[src/rtl/a2_mem_pkg.sv]
// Shared definitions for the video/processor RAM slot sequencer:
// slot FSM states, slot-owner encoding and RAM address width.
package a2_mem_pkg;

  localparam int RAM_AW = 16;

  typedef enum logic [2:0] {
    ST_IDLE    = 3'd0,
    ST_VID_ACT = 3'd1,
    ST_VID_CAP = 3'd2,
    ST_PRC_ACT = 3'd3,
    ST_PRC_CAP = 3'd4
  } slot_state_e;

  localparam logic OWN_CPU = 1'b0;
  localparam logic OWN_DMA = 1'b1;

endpackage

[src/rtl/strobe_edge_detect.sv]
// Registers one timing-generator strobe and flags its rising and falling
// edges relative to the previous CLK_14M cycle.
module strobe_edge_detect #(
  parameter logic RESET_VAL = 1'b0
) (
  input  logic clk_i,
  input  logic rst_ni,
  input  logic strobe_i,
  output logic rise_o,
  output logic fall_o
);

  logic strobe_q;

  // The reset value matches the strobe's idle level so no edge is seen
  // on the first cycle after reset.
  always_ff @(posedge clk_i) begin
    if (!rst_ni) begin
      strobe_q <= RESET_VAL;
    end else begin
      strobe_q <= strobe_i;
    end
  end

  assign rise_o = ~strobe_q & strobe_i;
  assign fall_o = strobe_q & ~strobe_i;

endmodule

[src/rtl/memory_slot_arbiter.sv]
// Sequences the shared single-port RAM between video fetch (PHI0 low) and
// processor slots (PHI0 high) owned by either the CPU or a DMA master.
module memory_slot_arbiter
  import a2_mem_pkg::*;
#(
  parameter bit DMA_ENABLE = 1'b1
) (
  input  logic              CLK_14M,
  input  logic              RESET_N,
  input  logic              PHI0,
  input  logic              RAS_N,
  input  logic              CAS_N,
  input  logic [RAM_AW-1:0] VIDEO_ADDRESS,
  input  logic [RAM_AW-1:0] CPU_ADDR,
  input  logic              CPU_WE,
  input  logic [7:0]        CPU_DIN,
  input  logic              DMA_REQ,
  input  logic [RAM_AW-1:0] DMA_ADDR,
  input  logic              DMA_WE,
  input  logic [7:0]        DMA_DIN,
  output logic [RAM_AW-1:0] RAM_ADDR,
  output logic              RAM_WE,
  output logic [7:0]        RAM_DOUT,
  input  logic [7:0]        RAM_DIN,
  output logic [7:0]        VIDEO_DATA,
  output logic              VID_STB,
  output logic [7:0]        CPU_DOUT,
  output logic              CPU_RDY,
  output logic              DMA_GNT,
  output logic              DMA_ACK,
  output logic [7:0]        DMA_DOUT
);

  logic phi0Rise;
  logic phi0Fall;
  logic rasFall;
  logic casFall;
  logic rasRise_unused;
  logic casRise_unused;

  strobe_edge_detect #(.RESET_VAL(1'b0)) uPhi0Edge (
    .clk_i    (CLK_14M),
    .rst_ni   (RESET_N),
    .strobe_i (PHI0),
    .rise_o   (phi0Rise),
    .fall_o   (phi0Fall)
  );

  strobe_edge_detect #(.RESET_VAL(1'b1)) uRasEdge (
    .clk_i    (CLK_14M),
    .rst_ni   (RESET_N),
    .strobe_i (RAS_N),
    .rise_o   (rasRise_unused),
    .fall_o   (rasFall)
  );

  strobe_edge_detect #(.RESET_VAL(1'b1)) uCasEdge (
    .clk_i    (CLK_14M),
    .rst_ni   (RESET_N),
    .strobe_i (CAS_N),
    .rise_o   (casRise_unused),
    .fall_o   (casFall)
  );

  slot_state_e       state_q;
  logic              owner_q;
  logic              slotWe_q;
  logic [RAM_AW-1:0] ramAddr_q;
  logic              ramWe_q;
  logic [7:0]        ramDout_q;
  logic [7:0]        videoData_q;
  logic              vidStb_q;
  logic [7:0]        cpuDout_q;
  logic [7:0]        dmaDout_q;
  logic              dmaGnt_q;
  logic              dmaAck_q;

  logic              ownerNow;
  logic [RAM_AW-1:0] ownerAddr;
  logic [7:0]        ownerDin;
  logic              ownerWe;

  assign ownerNow  = dmaGnt_q ? OWN_DMA : OWN_CPU;
  assign ownerAddr = (ownerNow == OWN_DMA) ? DMA_ADDR : CPU_ADDR;
  assign ownerDin  = (ownerNow == OWN_DMA) ? DMA_DIN  : CPU_DIN;
  assign ownerWe   = (ownerNow == OWN_DMA) ? DMA_WE   : CPU_WE;

  // Owner, address, data and write intent are frozen at RAS fall so that
  // later changes by the master cannot disturb a slot already in progress.
  always_ff @(posedge CLK_14M) begin
    if (!RESET_N) begin
      state_q     <= ST_IDLE;
      owner_q     <= OWN_CPU;
      slotWe_q    <= 1'b0;
      ramAddr_q   <= '0;
      ramWe_q     <= 1'b0;
      ramDout_q   <= '0;
      videoData_q <= '0;
      vidStb_q    <= 1'b0;
      cpuDout_q   <= '0;
      dmaDout_q   <= '0;
      dmaGnt_q    <= 1'b0;
      dmaAck_q    <= 1'b0;
    end else begin
      ramWe_q  <= 1'b0;
      vidStb_q <= 1'b0;
      dmaAck_q <= 1'b0;

      if (phi0Rise) begin
        dmaGnt_q <= DMA_REQ & DMA_ENABLE;
      end

      case (state_q)
        ST_IDLE: begin
          if (rasFall) begin
            if (!PHI0) begin
              state_q   <= ST_VID_ACT;
              ramAddr_q <= VIDEO_ADDRESS;
            end else begin
              state_q   <= ST_PRC_ACT;
              ramAddr_q <= ownerAddr;
              ramDout_q <= ownerDin;
              owner_q   <= ownerNow;
              slotWe_q  <= ownerWe;
            end
          end
        end
        ST_VID_ACT: begin
          if (phi0Rise || phi0Fall) begin
            state_q <= ST_IDLE;
          end else if (casFall) begin
            state_q <= ST_VID_CAP;
          end
        end
        ST_PRC_ACT: begin
          if (phi0Rise || phi0Fall) begin
            state_q <= ST_IDLE;
          end else if (casFall) begin
            state_q <= ST_PRC_CAP;
            ramWe_q <= slotWe_q;
          end
        end
        ST_VID_CAP: begin
          videoData_q <= RAM_DIN;
          vidStb_q    <= 1'b1;
          state_q     <= ST_IDLE;
        end
        ST_PRC_CAP: begin
          if (owner_q == OWN_DMA) begin
            if (!slotWe_q) begin
              dmaDout_q <= RAM_DIN;
            end
            dmaAck_q <= 1'b1;
          end else if (!slotWe_q) begin
            cpuDout_q <= RAM_DIN;
          end
          state_q <= ST_IDLE;
        end
        default: begin
          state_q <= ST_IDLE;
        end
      endcase
    end
  end

  assign RAM_ADDR   = ramAddr_q;
  assign RAM_WE     = ramWe_q;
  assign RAM_DOUT   = ramDout_q;
  assign VIDEO_DATA = videoData_q;
  assign VID_STB    = vidStb_q;
  assign CPU_DOUT   = cpuDout_q;
  assign CPU_RDY    = ~dmaGnt_q;
  assign DMA_GNT    = dmaGnt_q;
  assign DMA_ACK    = dmaAck_q;
  assign DMA_DOUT   = dmaDout_q;

endmodule

[config.mk]
export PLATFORM = sky130hd
export DESIGN_NAME = memory_slot_arbiter
export DESIGN_NICKNAME = d
export VERILOG_FILES = /design/src/rtl/a2_mem_pkg.sv /design/src/rtl/strobe_edge_detect.sv /design/src/rtl/memory_slot_arbiter.sv
export SDC_FILE = /design/constraint.sdc
export NUM_CORES = 1
export LEC_CHECK = 0
export ABC_AREA = 1
export BUFFER_PORTS_ARGS = -buffer_cell sky130_fd_sc_hd__buf_2
export CELL_PAD_IN_SITES_DETAIL_PLACEMENT = 1
export CELL_PAD_IN_SITES_GLOBAL_PLACEMENT = 1
export CORE_MARGIN = 2
export CORE_UTILIZATION = 32
export DETAILED_ROUTE_END_ITERATION = 10
export MAX_ROUTING_LAYER = met4
export PLACE_DENSITY = 0.84
export SYNTH_ARGS = -nofsm -noshare
export SYNTH_HDL_FRONTEND = slang
export SYNTH_SLANG_ARGS = --single-unit
[constraint.sdc]
create_clock -name CLK_14M -period 2.92 [get_ports CLK_14M]
set_input_delay 0.438 -clock CLK_14M [delete_from_list [all_inputs] [get_ports CLK_14M]]
set_output_delay 0.438 -clock CLK_14M [all_outputs]
set_load 0.005 [all_outputs]
==> Word-level counts from Yosys, hierarchy flattened <==
Index checks and enable logic that the tools add are counted.
{ "totals": {"ff_bits": 60, "latchBits": 0, "ram_bits": 0, "rom_bits": 0, "inputBits": 80, "output_inout_bits": 53, "wordCells": 59, "n_memories": 0} }
{ "classes": {"add_sub_neg": 0, "mul": 0, "div_mod_pow": 0, "order_cmp": 0, "eq_ne": 7, "shifts": 0, "mux": 14, "bitwise_logic": 14, "n_reduce_logical": 9} }
{ "op_table": {"columns": ["cell", "count"], "rows": [
  ["$mux W16", 2],
  ["$mux W3", 5],
  ["$reduce_and A3 Y1", 4],
  ["$not A1 Y1", 10],
  ["$pmux W3 S3", 1],
  ["$mux W8", 1],
  ["$eq A3 B2 Y1 const B", 2],
  ["$ne A3 B3 Y1 const B", 2],
  ["$and A1 B1 Y1", 4],
  ["$mux W1", 4],
  ["$reduce_and A2 Y1", 2],
  ["$reduce_or A4 Y1", 1],
  ["$eq A3 B1 Y1 const B", 1],
  ["$eq A3 B3 Y1 const B", 1],
  ["$logic_not A3 Y1", 1],
  ["$mux W2", 1],
  ["$ne A2 B2 Y1 const B", 1],
  ["$logic_or A1 B1 Y1", 1]
]} }

==> Longest topological paths before layout <==
Gate-level depths: netlist of the first run.
{ "logic_depth": {"word_depth": 5, "mapped_depth": 7, "depth_no_buf": 7} }

==> By module <==
From an unflattened synthesis of the first run, not the netlist that was laid out.
{ "hier_totals": {"cells_unflattened": 359, "area_unflattened_um2": 2542.4} }
{ "by_module_without_submodules": {"columns": ["mod", "n_inst", "cells_each", "area_each_um2", "seq_area_each_um2"], "rows": [
  ["memory_slot_arbiter", 1, 340, 2419.8, 1141.1],
  ["strobe_edge_detect at uCasEdge ...", 2, 6, 38.8, 20.0],
  ["strobe_edge_detect at uPhi0Edge", 1, 7, 45.0, 20.0]
]} }

==> Least setup slack after synthesis of the first run <==
Ideal clock, no wire load.
{ "synth_path": {"path_kind": "input to register", "from": "in RAS_N", "to": "reg ramAddr_q[10] (netlist: RAM_ADDR[10])", "setup_time_ns": 0.120, "arrival_ns": 1.169, "t_required_ns": 2.800, "slack_ns": 1.631, "path_stages": 7, "path_buffers": 1, "cell_sequence": "inv_1 nand2_1 inv_1 nand3_1 buf_4 a21oi_1 a21oi_1"} }
{ "synth_between": {"elab_chain_len": 3} }
{ "synth_lines": {"columns": ["item", "line", "source"], "rows": [
  ["from (decl)", "memory_slot_arbiter.sv:11", "input logic RAS_N,"],
  ["$not A1 Y1", "strobe_edge_detect.sv:26", "assign fall_o = strobe_q & ~strobe_i;"],
  ["$and A1 B1 Y1", "strobe_edge_detect.sv:26", null],
  ["$reduce_and A2 Y1 (no source line)", null, null],
  ["to (signal assigned)", "memory_slot_arbiter.sv:121", "ramAddr_q <= ownerAddr;"],
  ["to (decl)", "memory_slot_arbiter.sv:68", "logic [RAM_AW-1:0] ramAddr_q;"]
]} }
Every way passes these cells.
A chain may end at the register's enable or synchronous reset.

==> Worst setup path in the final report of the first run <==
{ "layout_path": {"from": "reg dmaGnt_q (netlist: DMA_GNT)", "to": "out CPU_RDY"} }
{ "layout_between": {"elab_chain_len": 1} }
{ "layout_lines": {"columns": ["item", "line", "source"], "rows": [
  ["from (decl)", "memory_slot_arbiter.sv:75", "logic dmaGnt_q;"],
  ["from (signal assigned)", "memory_slot_arbiter.sv:110", "dmaGnt_q <= DMA_REQ & DMA_ENABLE;"],
  ["$not A1 Y1", "memory_slot_arbiter.sv:172", "assign CPU_RDY = ~dmaGnt_q;"],
  ["to (decl)", "memory_slot_arbiter.sv:28", "output logic CPU_RDY,"]
]} }
Every way passes these cells.

==> reports/summary.txt, run 1 <==
First-pass GRT wire length - 12900 um
Max VDD drop - 259 uV
Flop-to-flop setup slack - 1.04 ns
Crit end category - output port
Bufs on Longest Clock Path - 2
# H-tree levels - 3
Fraction of registers with async set/reset - 0
Cells after Synth - 363
DRT antenna net count - 0
Critical path arrival - 1.92 ns
WL/cell - 13.5 um
Number of post-CTS setup repair buffers - 0
Final net count - 569
Pwr Density - 551 nW/um^2
Drt total wl - 8050 um
Starting Density - 0.331
Rel. slew slack - 0.380
Crit-path max cell delay - 0.65 ns
Count leader, synth - nor2_1
Setup Total Neg Slack - 0 ns
Port Buf Inserts - 132
Lkg Pwr - 1.72 nW
Crit-path slowest cell - clkinv_1
Pre-CTS setup slack - 0.882 ns
Sw Pwr - 0.000524 W
CTS tree - built
Post-synth top area cell - dfxtp_1
Fin crit share - 0.809
Clock tree root buffer cell - clkbuf_8
Switch share - 0.276
Final core occ - 0.444
Max Clk Rate - 423 MHz
Mapped Area - 2570 sq um
Clock net sink count - 60
Synth top area share - 0.467
WP buf/inv - 3
Total vias in the final route - 2822
Hold path startpoint - CAS_N
Gate power share - 0.150
Placed cell count - 579
Layout cells sized above 1 - 0.320
Syn avg cell area - 7.08 sq um
Register area share after synthesis - 0.467
EDFF count, synth - 0
Post-cts sizing count - 0
ANT cells - 0
GR Util All Layers - 0.190
FF-to-FF path depth - 4
Post-Layout Cell Count - 595
Fin. Hold Viols - 0
Critical path startpoint category - register
Hold EP - uCasEdge.strobe_q
Final worst slack - 0.559 ns
Vias in the first global route - 2842
Slew Limit Fails - 0
Initial antenna violation count - 0
Reg clk slew, reported paths - 0.07 ns
Area delta synth->final - 34.3%
Crit path cell chain - buf_4 -> clkinv_1 -> buf_2
R2r startpoint - DMA_GNT
Remaining DRCs - 0
Ranking of synthesized cells by area - dfxtp_1, nor2_1, o21ai_0
Slew @ Worst Pin - 0.929 ns
Worst skew pair latency - 0.32 ns
Tot Pwr - 0.00190 W
Post-synthesis net count - 444
Setup Skew - 0.00752 ns
Largest net degree at the start of global routing - 33
Total congestion overflow - 0
Filler cells - 1037
Cell family with most CP delay - buffers and inverters
Hold crit path type - in2reg
DRT iter0 DRCs - 73
Die extent in y - 93.6 um
Number of max-cap violations - 0
Cts bufs inserted - 9
Setup violations, final - 0
Crit-path max FO - 28
Clk pwr share - 0.380
First drt pass iteration count - 4
Dpl hpwl - 6010 um
P_int - 0.00138 W
RSZ-0062 raised after global routing - no
Vias/cell - 4.74
FF-to-FF End - RAM_ADDR[10]
Ys Warns - 0
Status - complete, no violations
Total Die Area - 8760 sq um
Number of synthesized register bits - 60
Core Area - 7770 sq um
RePlAce Congestion - 0.821
Ports - 133
Synth top cells by count - nor2_1, dfxtp_1, o21ai_0
Hold path depth - 2
WS Path Type - reg2out
Synth unique cells - 22
Cts hold-fix bufs - 0
Minimum clock period - 2.36 ns
Die Width - 93.6 um
Sequential power share - 0.470
CP required - 2.48 ns
Core Rows - 32
Predominant post-synthesis flop cell - dfxtp_1
==> final cells by class <==
class                   instances  area, sq um  share of cell area
inverters                      29          109              0.0315
multi-input cells             254         1150               0.332
well taps                     102          128              0.0370
clock inverters                 7         67.6              0.0196
clock buffers                   9          124              0.0359
flip-flops and latches         60         1200               0.348
repair buffers                134          676               0.196
==> worst max-delay path by stage <==
stage | start | end | slack [ns] | depth (start not counted)
after detailed placement | DMA_GNT | CPU_RDY | 0.88 | 3
after floorplan | RAS_N | RAM_ADDR[10] | 1.63 | 7
after CTS | DMA_GNT | CPU_RDY | 0.53 | 3
final | DMA_GNT | CPU_RDY | 0.56 | 3
after global placement | DMA_GNT | CPU_RDY | 0.93 | 3
after global routing | DMA_GNT | CPU_RDY | 0.37 | 3
==> kinds of logic after synthesis <==
kind of cell	after synthesis	synth area share
buf+inv	49	0.0862
compound gates	109	0.212
flops	60	0.467
simple gates	144	0.229
fa+ha+maj	1	0.00487
==> layout by cell type, fill, tap and decap left out <==
cell        instances
nor2_1             79
clkbuf_8            9
buf_4               2
nand2_2             3
nand2_1            49
o21ai_0            55
nor2_2              2
ha_1                1
or2_2               1
clkinvlp_4          3
dfxtp_1            60
nor2_4              1
inv_1              27
nor3_4              1
o21ai_1             4
nand4_1             1
buf_2             132
a21oi_1            50
bufinv_16           1
nor3b_1             1
nor3_1              1
nand3_1             5
clkinv_1            2
clkinv_2            3
==> registers in the layout, indices dropped and copies added, names as in the netlist, 3 cells and up <==
signal and flops:
VIDEO_DATA 8, RAM_DOUT 8, state_q 3, DMA_DOUT 8
RAM_ADDR 16, CPU_DOUT 8
==> power groups by stage <==
stage | clock (W) | combinational, W | sequential (W)
CTS | 0.000745 | 0.000289 | 0.000893
global placement | 0 | 0.000278 | 0.000908
detailed placement | 0 | 0.000288 | 0.000911
global route | 0.000786 | 0.000327 | 0.000898
finish | 0.000723 | 0.000285 | 0.000893
floorplan | 0 | 0.000153 | 0.000911
==> metal layers <==
layer  global-route usage  vias up  wire length (um)
met4               0.0604        0                68
met1                0.218     1301              3560
met2                0.335       88              3990
met3               0.0379        7               426
li1                     -     1426                 -
met5                    -        -                 0
==> through the flow <==
| stage | instance area, sq um | hold WS, ns |
|---|---|---|
| finish | 3450 | 0.315 |
| global route | 3450 | 0.306 |
| CTS | 3450 | 0.302 |
| detailed placement | 3260 | 0.447 |
| global placement | 3260 | 0.429 |
| floorplan | 2570 | 0.440 |
(Power assumes the default switching activity.)
==> run 2: changes to the inputs <==
--- a/config.mk
+++ b/config.mk
@@ -10,10 +10,10 @@
 export CELL_PAD_IN_SITES_DETAIL_PLACEMENT = 1
 export CELL_PAD_IN_SITES_GLOBAL_PLACEMENT = 1
 export CORE_MARGIN = 2
-export CORE_UTILIZATION = 32
+export CORE_UTILIZATION = 27
 export DETAILED_ROUTE_END_ITERATION = 10
 export MAX_ROUTING_LAYER = met4
-export PLACE_DENSITY = 0.84
+export PLACE_DENSITY = 0.76
 export SYNTH_ARGS = -nofsm -noshare
 export SYNTH_HDL_FRONTEND = slang
 export SYNTH_SLANG_ARGS = --single-unit
==> constraint.sdc (replaced) <==
create_clock -name CLK_14M -period 1.9 [get_ports CLK_14M]
set_input_delay 0.285 -clock CLK_14M [delete_from_list [all_inputs] [get_ports CLK_14M]]
set_output_delay 0.285 -clock CLK_14M [all_outputs]
set_load 0.005 [all_outputs]
==> run 2 against run 1 <==
Worst hold slack got worse by 0.17 ns; utilization down 6.0 points; critical path depth up 4; clock skew down 0.00083 ns.
==> reports/summary.txt, run 2 (synthesized netlist as in run 1, its figures left out) <==
Max Clk Rate - 688 MHz
Rel. slew slack - 0.614 (+0.234)
First-pass GRT wire length - 13100 um (+1.2%)
Cts bufs inserted - 9 (unchanged)
WP depth - 7 (+4)
RePlAce Congestion - 0.780 (-4.9%)
Hold crit path type - in2reg
Post-cts sizing count - 0 (unchanged)
Starting Density - 0.278 (-0.0527)
Status - complete, no violations
WP buf/inv - 2 (-1)
P_int - 0.00233 W (+69%)
Pwr Density - 879 nW/um^2 (+60%)
Clock net sink count - 60 (unchanged)
Fin. Hold Viols - 0 (unchanged)
Crit-path max cell delay - 0.43 ns (-0.22 ns)
Slew Limit Fails - 0 (unchanged)
Remaining DRCs - 0 (unchanged)
Die extent in y - 102 um (+8.5%)
Die Width - 102 um (+8.5%)
Sequential power share - 0.439 (-0.031)
Filler cells - 1231 (+19%)
Most common cell after layout, fill and taps aside - buf_2
Layout cells sized above 1 - 0.326 (+0.00547)
GR Util All Layers - 0.164 (-0.0259)
Placed Area - 3330 sq um (+2.2%)
Gate power share - 0.142 (-0.008)
ANT cells - 0 (unchanged)
Vias/cell - 4.49 (-5.3%)
DRT iter0 DRCs - 68 (-6.8%)
Ports - 133 (unchanged)
CP required - 2.12 ns (-0.36 ns)
Pre-CTS setup slack - 0.434 ns (-0.448 ns)
Fin crit share - 0.765
WS Path Type - reg2reg
# H-tree levels - 3 (unchanged)
Cts hold-fix bufs - 0 (unchanged)
Crit path cell chain - inv_1 -> nand2_2 -> nor2_4 -> nand2_2 -> clkinv_1 -> nor2_1 -> nor2_1
Port Buf Inserts - 132 (unchanged)
Crit-path max FO - 11 (-61%)
Total Die Area - 10300 sq um (+18%)
Number of max-cap violations - 0 (unchanged)
Vias in the first global route - 2862 (+0.70%)
Total vias in the final route - 2813 (-0.32%)
FF-to-FF path depth - 7 (+3)
Flop-to-flop setup slack - 0.45 ns (-0.59 ns)
Core Area - 9240 sq um (+19%)
RSZ-0062 raised after global routing - no
Worst setup path endpoint - owner_q
Switch share - 0.255 (-0.0208)
Min Hold Slack - 0.146 ns (-0.169 ns)
Clock tree root buffer cell - clkbuf_8
Worst skew pair latency - 0.33 ns (about the same)
CTS tree - built
Crit-path slowest cell - dfxtp_1
Sw Pwr - 0.000797 W (+52%)
Setup violations, final - 0 (unchanged)
R2r startpoint - state_q[1]
Bufs on Longest Clock Path - 2 (unchanged)
Crit. Startpoint - state_q[1]
Critical path startpoint category - register
Setup Skew - 0.00669 ns (-0.000829 ns)
Max VDD drop - 374 uV (+44%)
Largest net degree at the start of global routing - 33 (unchanged)
Hold path depth - 3 (+1)
Final worst slack - 0.447 ns (-0.111 ns)
WL/cell - 12.8 um (-5.8%)
Setup Total Neg Slack - 0 ns (unchanged)
Minimum clock period - 1.45 ns
Core Rows - 35 (+9.4%)
Lkg Pwr - 1.77 nW (+2.5%)
Slew @ Worst Pin - 0.578 ns (-0.351 ns)
Max reg flops - 16 (unchanged)
Clk pwr share - 0.419 (+0.039)
Initial antenna violation count - 0 (unchanged)
DRT antenna net count - 0 (unchanged)
FF-to-FF End - owner_q
Area delta synth->final - 38.4%
Drt total wl - 7980 um (-0.89%)
Final net count - 574 (+0.88%)
Dpl hpwl - 5910 um (-1.7%)
Reg clk slew, reported paths - 0.07 ns (about the same)
Cell family with most CP delay - simple AND/OR/NAND/NOR gates
Total congestion overflow - 0 (unchanged)
Most frequent cells in the layout - buf_2, nor2_1, dfxtp_1, o21ai_0, a21oi_1
Crit end category - register
Critical path arrival - 1.68 ns (-0.24 ns)
Number of post-CTS setup repair buffers - 0 (unchanged)
Post-route cell area - 3560 sq um (+3.0%)
First drt pass iteration count - 4 (unchanged)
[run 2: layout make-up]
cell class	instances	area, sq um	area share
clock buffers	11	151	0.0426
clock inverters	4	72.6	0.0204
inverters	29	109	0.0306
multi-input cells	254	1150	0.323
flip-flops and latches	60	1200	0.338
well taps	129	161	0.0454
repair buffers	139	713	0.201
[run 2: through the flow]
stage	power, W	utilization	instances
finish	0.00312	0.385	626
detailed placement	0.00185	0.361	611
global placement	0.00183	0.361	611
floorplan	0.00164	-	363
CTS	0.00316	0.385	626
global route	0.00328	0.385	626
[run 2: power by group through the flow]
stage               registers [W]  clock network, W  logic [W]
floorplan                 0.00140                 0   0.000235
detailed placement        0.00140                 0   0.000450
finish                    0.00137           0.00131   0.000443
global placement          0.00140                 0   0.000439
global route              0.00138           0.00139   0.000514
CTS                       0.00137           0.00134   0.000453
[run 2: tightest hold or removal path, cell delays in order]
cell and delay [ns]:
buf_2 0.08, inv_1 0.04, nand2_1 0.04
[run 2: how the worst min path moves through the flow]
stage                      startpoint                  to
final                           RAS_N   uRasEdge.strobe_q
after global routing            RAS_N   uRasEdge.strobe_q
after CTS                       RAS_N   uRasEdge.strobe_q
after detailed placement  CPU_DOUT[6]         CPU_DOUT[6]
after global placement    CPU_DOUT[4]         CPU_DOUT[4]
after floorplan                  PHI0  uPhi0Edge.strobe_q
[run 2: layer usage]
layer	routed length, um	vias up	global-route usage
met1	3560	1285	0.191
met4	110	0	0.0603
met5	0	-	-
li1	-	1430	-
met3	483	11	0.0380
met2	3830	87	0.276
==> run 3: changes to the inputs <==
--- a/config.mk
+++ b/config.mk
@@ -5,12 +5,12 @@
 export SDC_FILE = /design/constraint.sdc
 export NUM_CORES = 1
 export LEC_CHECK = 0
-export ABC_AREA = 1
+export ABC_AREA = 0
 export BUFFER_PORTS_ARGS = -buffer_cell sky130_fd_sc_hd__buf_2
 export CELL_PAD_IN_SITES_DETAIL_PLACEMENT = 1
 export CELL_PAD_IN_SITES_GLOBAL_PLACEMENT = 1
 export CORE_MARGIN = 2
-export CORE_UTILIZATION = 27
+export CORE_UTILIZATION = 29
 export DETAILED_ROUTE_END_ITERATION = 10
 export MAX_ROUTING_LAYER = met4
 export PLACE_DENSITY = 0.76
==> constraint.sdc (replaced) <==
create_clock -name CLK_14M -period 1.25 [get_ports CLK_14M]
set_input_delay 0.1875 -clock CLK_14M [delete_from_list [all_inputs] [get_ports CLK_14M]]
set_output_delay 0.1875 -clock CLK_14M [all_outputs]
set_load 0.005 [all_outputs]
==> run 3 against run 2 <==
The flow now finishes with violations (negative setup slack); total power rose by 41%; sequential cell count is the same; final cell count is 16% lower; cell area rose by 9.8%; combinational power rose by 74%; first-iteration DRC count decreased by 2.9%; register-to-register slack got worse by 0.51 ns; fmax grew 11%; routed wire length up 1.4%; global-route usage is 0.83 points higher; synthesized area is 2.0% higher; highest routed layer unchanged; utilization is 6.1 points higher.
==> reports/summary.txt, run 3 <==
Worst skew pair latency - 0.33 ns (about the same)
Port Buf Inserts - 132 (unchanged)
Remaining DRCs - 0 (unchanged)
Crit-path max cell delay - 0.38 ns (-0.05 ns)
Most common cell after layout, fill and taps aside - buf_2
Starting Density - 0.299 (+0.0210)
FF-to-FF path depth - 5 (-2)
Post-synth top area cell - dfxtp_1
Setup violations, final - 28 (+28)
Clock net sink count - 60 (unchanged)
Layout cells sized above 1 - 0.453 (+0.128)
Pwr Density - 1130 nW/um^2 (+28%)
Fin. Hold Viols - 0 (unchanged)
Minimum clock period - 1.31 ns (-0.140 ns)
Largest net degree at the start of global routing - 40 (+21%)
Total congestion overflow - 0 (unchanged)
DRT iter0 DRCs - 66 (-2.9%)
Bufs on Longest Clock Path - 2 (unchanged)
Critical path arrival - 1.59 ns (-0.09 ns)
WL/cell - 15.4 um (+20%)
Crit end category - register
Total vias in the final route - 2517 (-11%)
GR Util All Layers - 0.173 (+0.00828)
Cts hold-fix bufs - 0 (unchanged)
First-pass GRT wire length - 13300 um (+2.0%)
Hold EP - uCasEdge.strobe_q
CTS tree - built
Initial antenna violation count - 0 (unchanged)
Max Clk Rate - 762 MHz (+11%)
DRT antenna net count - 0 (unchanged)
Flop-to-flop setup slack - -0.06 ns (-0.51 ns)
Reg clk slew, reported paths - 0.07 ns (about the same)
Fraction of registers with async set/reset - 0 (unchanged)
Drt total wl - 8100 um (+1.4%)
EDFF count, synth - 0 (unchanged)
Fin crit share - 1.05 (+0.285)
RSZ-0062 raised after global routing - yes
Synth top cells by count - dfxtp_1, mux2i_1, nand2_1
Failing checks - negative setup slack
Number of max-cap violations - 0 (unchanged)
Placed Area - 3540 sq um (+6.2%)
Count leader, synth - dfxtp_1
Lkg Pwr - 1.92 nW (+8.9%)
Total Die Area - 9810 sq um (-4.8%)
Crit-path max FO - 7 (-4)
Critical path startpoint category - register
Slew Limit Fails - 0 (unchanged)
Max reg flops - 16 (unchanged)
Crit path cell chain - nor4b_4 -> buf_4 -> and2_4 -> buf_6 -> o211a_1
Syn avg cell area - 9.85 sq um (+39%)
# H-tree levels - 3 (unchanged)
Mapped Area - 2620 sq um (+2.0%)
Predominant post-synthesis flop cell - dfxtp_1
RePlAce Congestion - 0.751 (-3.7%)
Die extent in y - 99.1 um (-2.5%)
Most frequent cells in the layout - buf_2, dfxtp_1, mux2i_1, nand2_1, a21oi_1
Crit-path slowest cell - dfxtp_1
Cts bufs inserted - 9 (unchanged)
Ranking of synthesized cells by area - dfxtp_1, mux2i_1, a22o_1
ANT cells - 0 (unchanged)
Rel. slew slack - 0.802 (+0.188)
Number of synthesized register bits - 60 (unchanged)
Final core occ - 0.445 (+0.0606)
Hold path startpoint - CAS_N
Vias/cell - 4.78 (+6.3%)
Area delta synth->final - 48.9%
Post-synthesis net count - 347 (-22%)
Synth top area share - 0.458 (-0.00915)
Ports - 133 (unchanged)
FF-to-FF End - RAM_DOUT[3]
Synth unique cells - 30 (+36%)
Tot Pwr - 0.00439 W (+41%)
Register area share after synthesis - 0.458 (-0.00915)
Clock tree root buffer cell - clkbuf_8
Slew @ Worst Pin - 0.297 ns (-0.281 ns)
Ys Warns - 0 (unchanged)
Status - complete, but fails checks
Core Rows - 34 (-2.9%)
Die Width - 99.1 um (-2.5%)
R2r startpoint - uRasEdge.strobe_q
Max VDD drop - 364 uV (-2.4%)
Post-route cell area - 3900 sq um (+9.8%)
First drt pass iteration count - 4 (unchanged)
WS Path Type - reg2reg
Vias in the first global route - 2727 (-4.7%)
Final worst slack - -0.0623 ns (-0.510 ns)
Setup Skew - 0.00714 ns (+0.000450 ns)
Dpl hpwl - 5840 um (-1.2%)
Final net count - 496 (-14%)
Hold path depth - 2 (-1)
CP required - 1.52 ns (-0.60 ns)
Cells after Synth - 266 (-27%)
Hold crit path type - in2reg
Core Area - 8760 sq um (-5.2%)
## run 3: changes by cell type after synthesis, moves of 4 or more
cell	previous run	this run
mux2i_1	0	50
nand2b_1	0	4
a21oi_1	50	18
nand3_1	5	10
nor2b_1	0	10
a22o_1	0	16
inv_1	27	3
nor2_1	79	18
o21ai_0	55	1
o21ai_1	4	0
nand2_1	49	27
and2_1	0	4
o211a_1	0	9
## run 3: worst max-delay path: cells and delay by family (launching register included)
kind / cells / cell delay, ns
compound gates: 1 / 0.14
flops: 1 / 0.38
buf+inv: 2 / 0.30
simple gates: 2 / 0.42
## run 3: worst max path at each step
stage	start	slack, ns	endpoint	cells after the start
after floorplan	state_q[0]	-0.01	RAM_ADDR[10]	5
after global placement	state_q[0]	-0.11	RAM_ADDR[12]	3
after detailed placement	state_q[0]	-0.19	RAM_ADDR[6]	3
after CTS	state_q[2]	-0.07	RAM_DOUT[2]	5
after global routing	state_q[2]	-0.13	RAM_DOUT[2]	5
final	uRasEdge.strobe_q	-0.06	RAM_DOUT[3]	5
## run 3: per-stage QoR
stage / setup WS, ns / hold slack (ns) / instances / TNS [ns]
2_1_floorplan: -0.0110 / 0.289 / 266 / -0.106
3_5_place_dp: -0.186 / 0.387 / 505 / -4.35
4_1_cts: -0.0678 / 0.0397 / 526 / -1.09
6_report: -0.0623 / 0.0566 / 527 / -1.03
5_1_grt: -0.126 / 0.0601 / 527 / -3.93
3_3_place_gp: -0.106 / 0.383 / 505 / -1.86
## run 3: cells by family (layout without fill, tap and decap cells)
| family | count (synthesis) | count (layout) | share of synthesized area |
|---|---|---|---|
| buffers and inverters | 25 | 177 | 0.0487 |
| and+or+nand+nor | 83 | 83 | 0.163 |
| DFF | 60 | 60 | 0.458 |
| muxes | 50 | 50 | 0.191 |
| adders and majority gates | 1 | 1 | 0.00477 |
| AOI/OAI and AO/OA | 47 | 48 | 0.135 |
## run 3: layout make-up
cell class / count / area [sq um]
repair buffers: 159 / 1000
clock buffers: 11 / 151
well taps: 108 / 135
fillers: 1063 / 4860
multi-input cells: 182 / 1370
inverters: 3 / 11.3
flip-flops and latches: 60 / 1210
clock inverters: 4 / 25.0
## run 3: what timing repair did
action                     in CTS  in global routing
resized for setup              11                  7
setup buffers                   4                  0
cloned                          2                  1
setup endpoints to repair      45                 48
pin swaps                       7                  5
## run 3: power breakdown
| group | leakage (nW) | internal [W] | switching, W | total [W] |
|---|---|---|---|---|
| logic | 1.35 | 0.000427 | 0.000347 | 0.000773 |
| registers | 0.491 | 0.00200 | 0.0000581 | 0.00206 |
| clock network | 0.0872 | 0.000809 | 0.000750 | 0.00156 |
## run 3: routing by layer
| metal | part of all wire | up-vias | GRT usage |
|---|---|---|---|
| met1 | 0.43 | 1199 | 0.199 |
| li1 | - | 1235 | - |
| met5 | 0 | - | - |
| met4 | 0.017 | 0 | 0.0611 |
| met3 | 0.038 | 16 | 0.0227 |
| met2 | 0.52 | 67 | 0.306 |
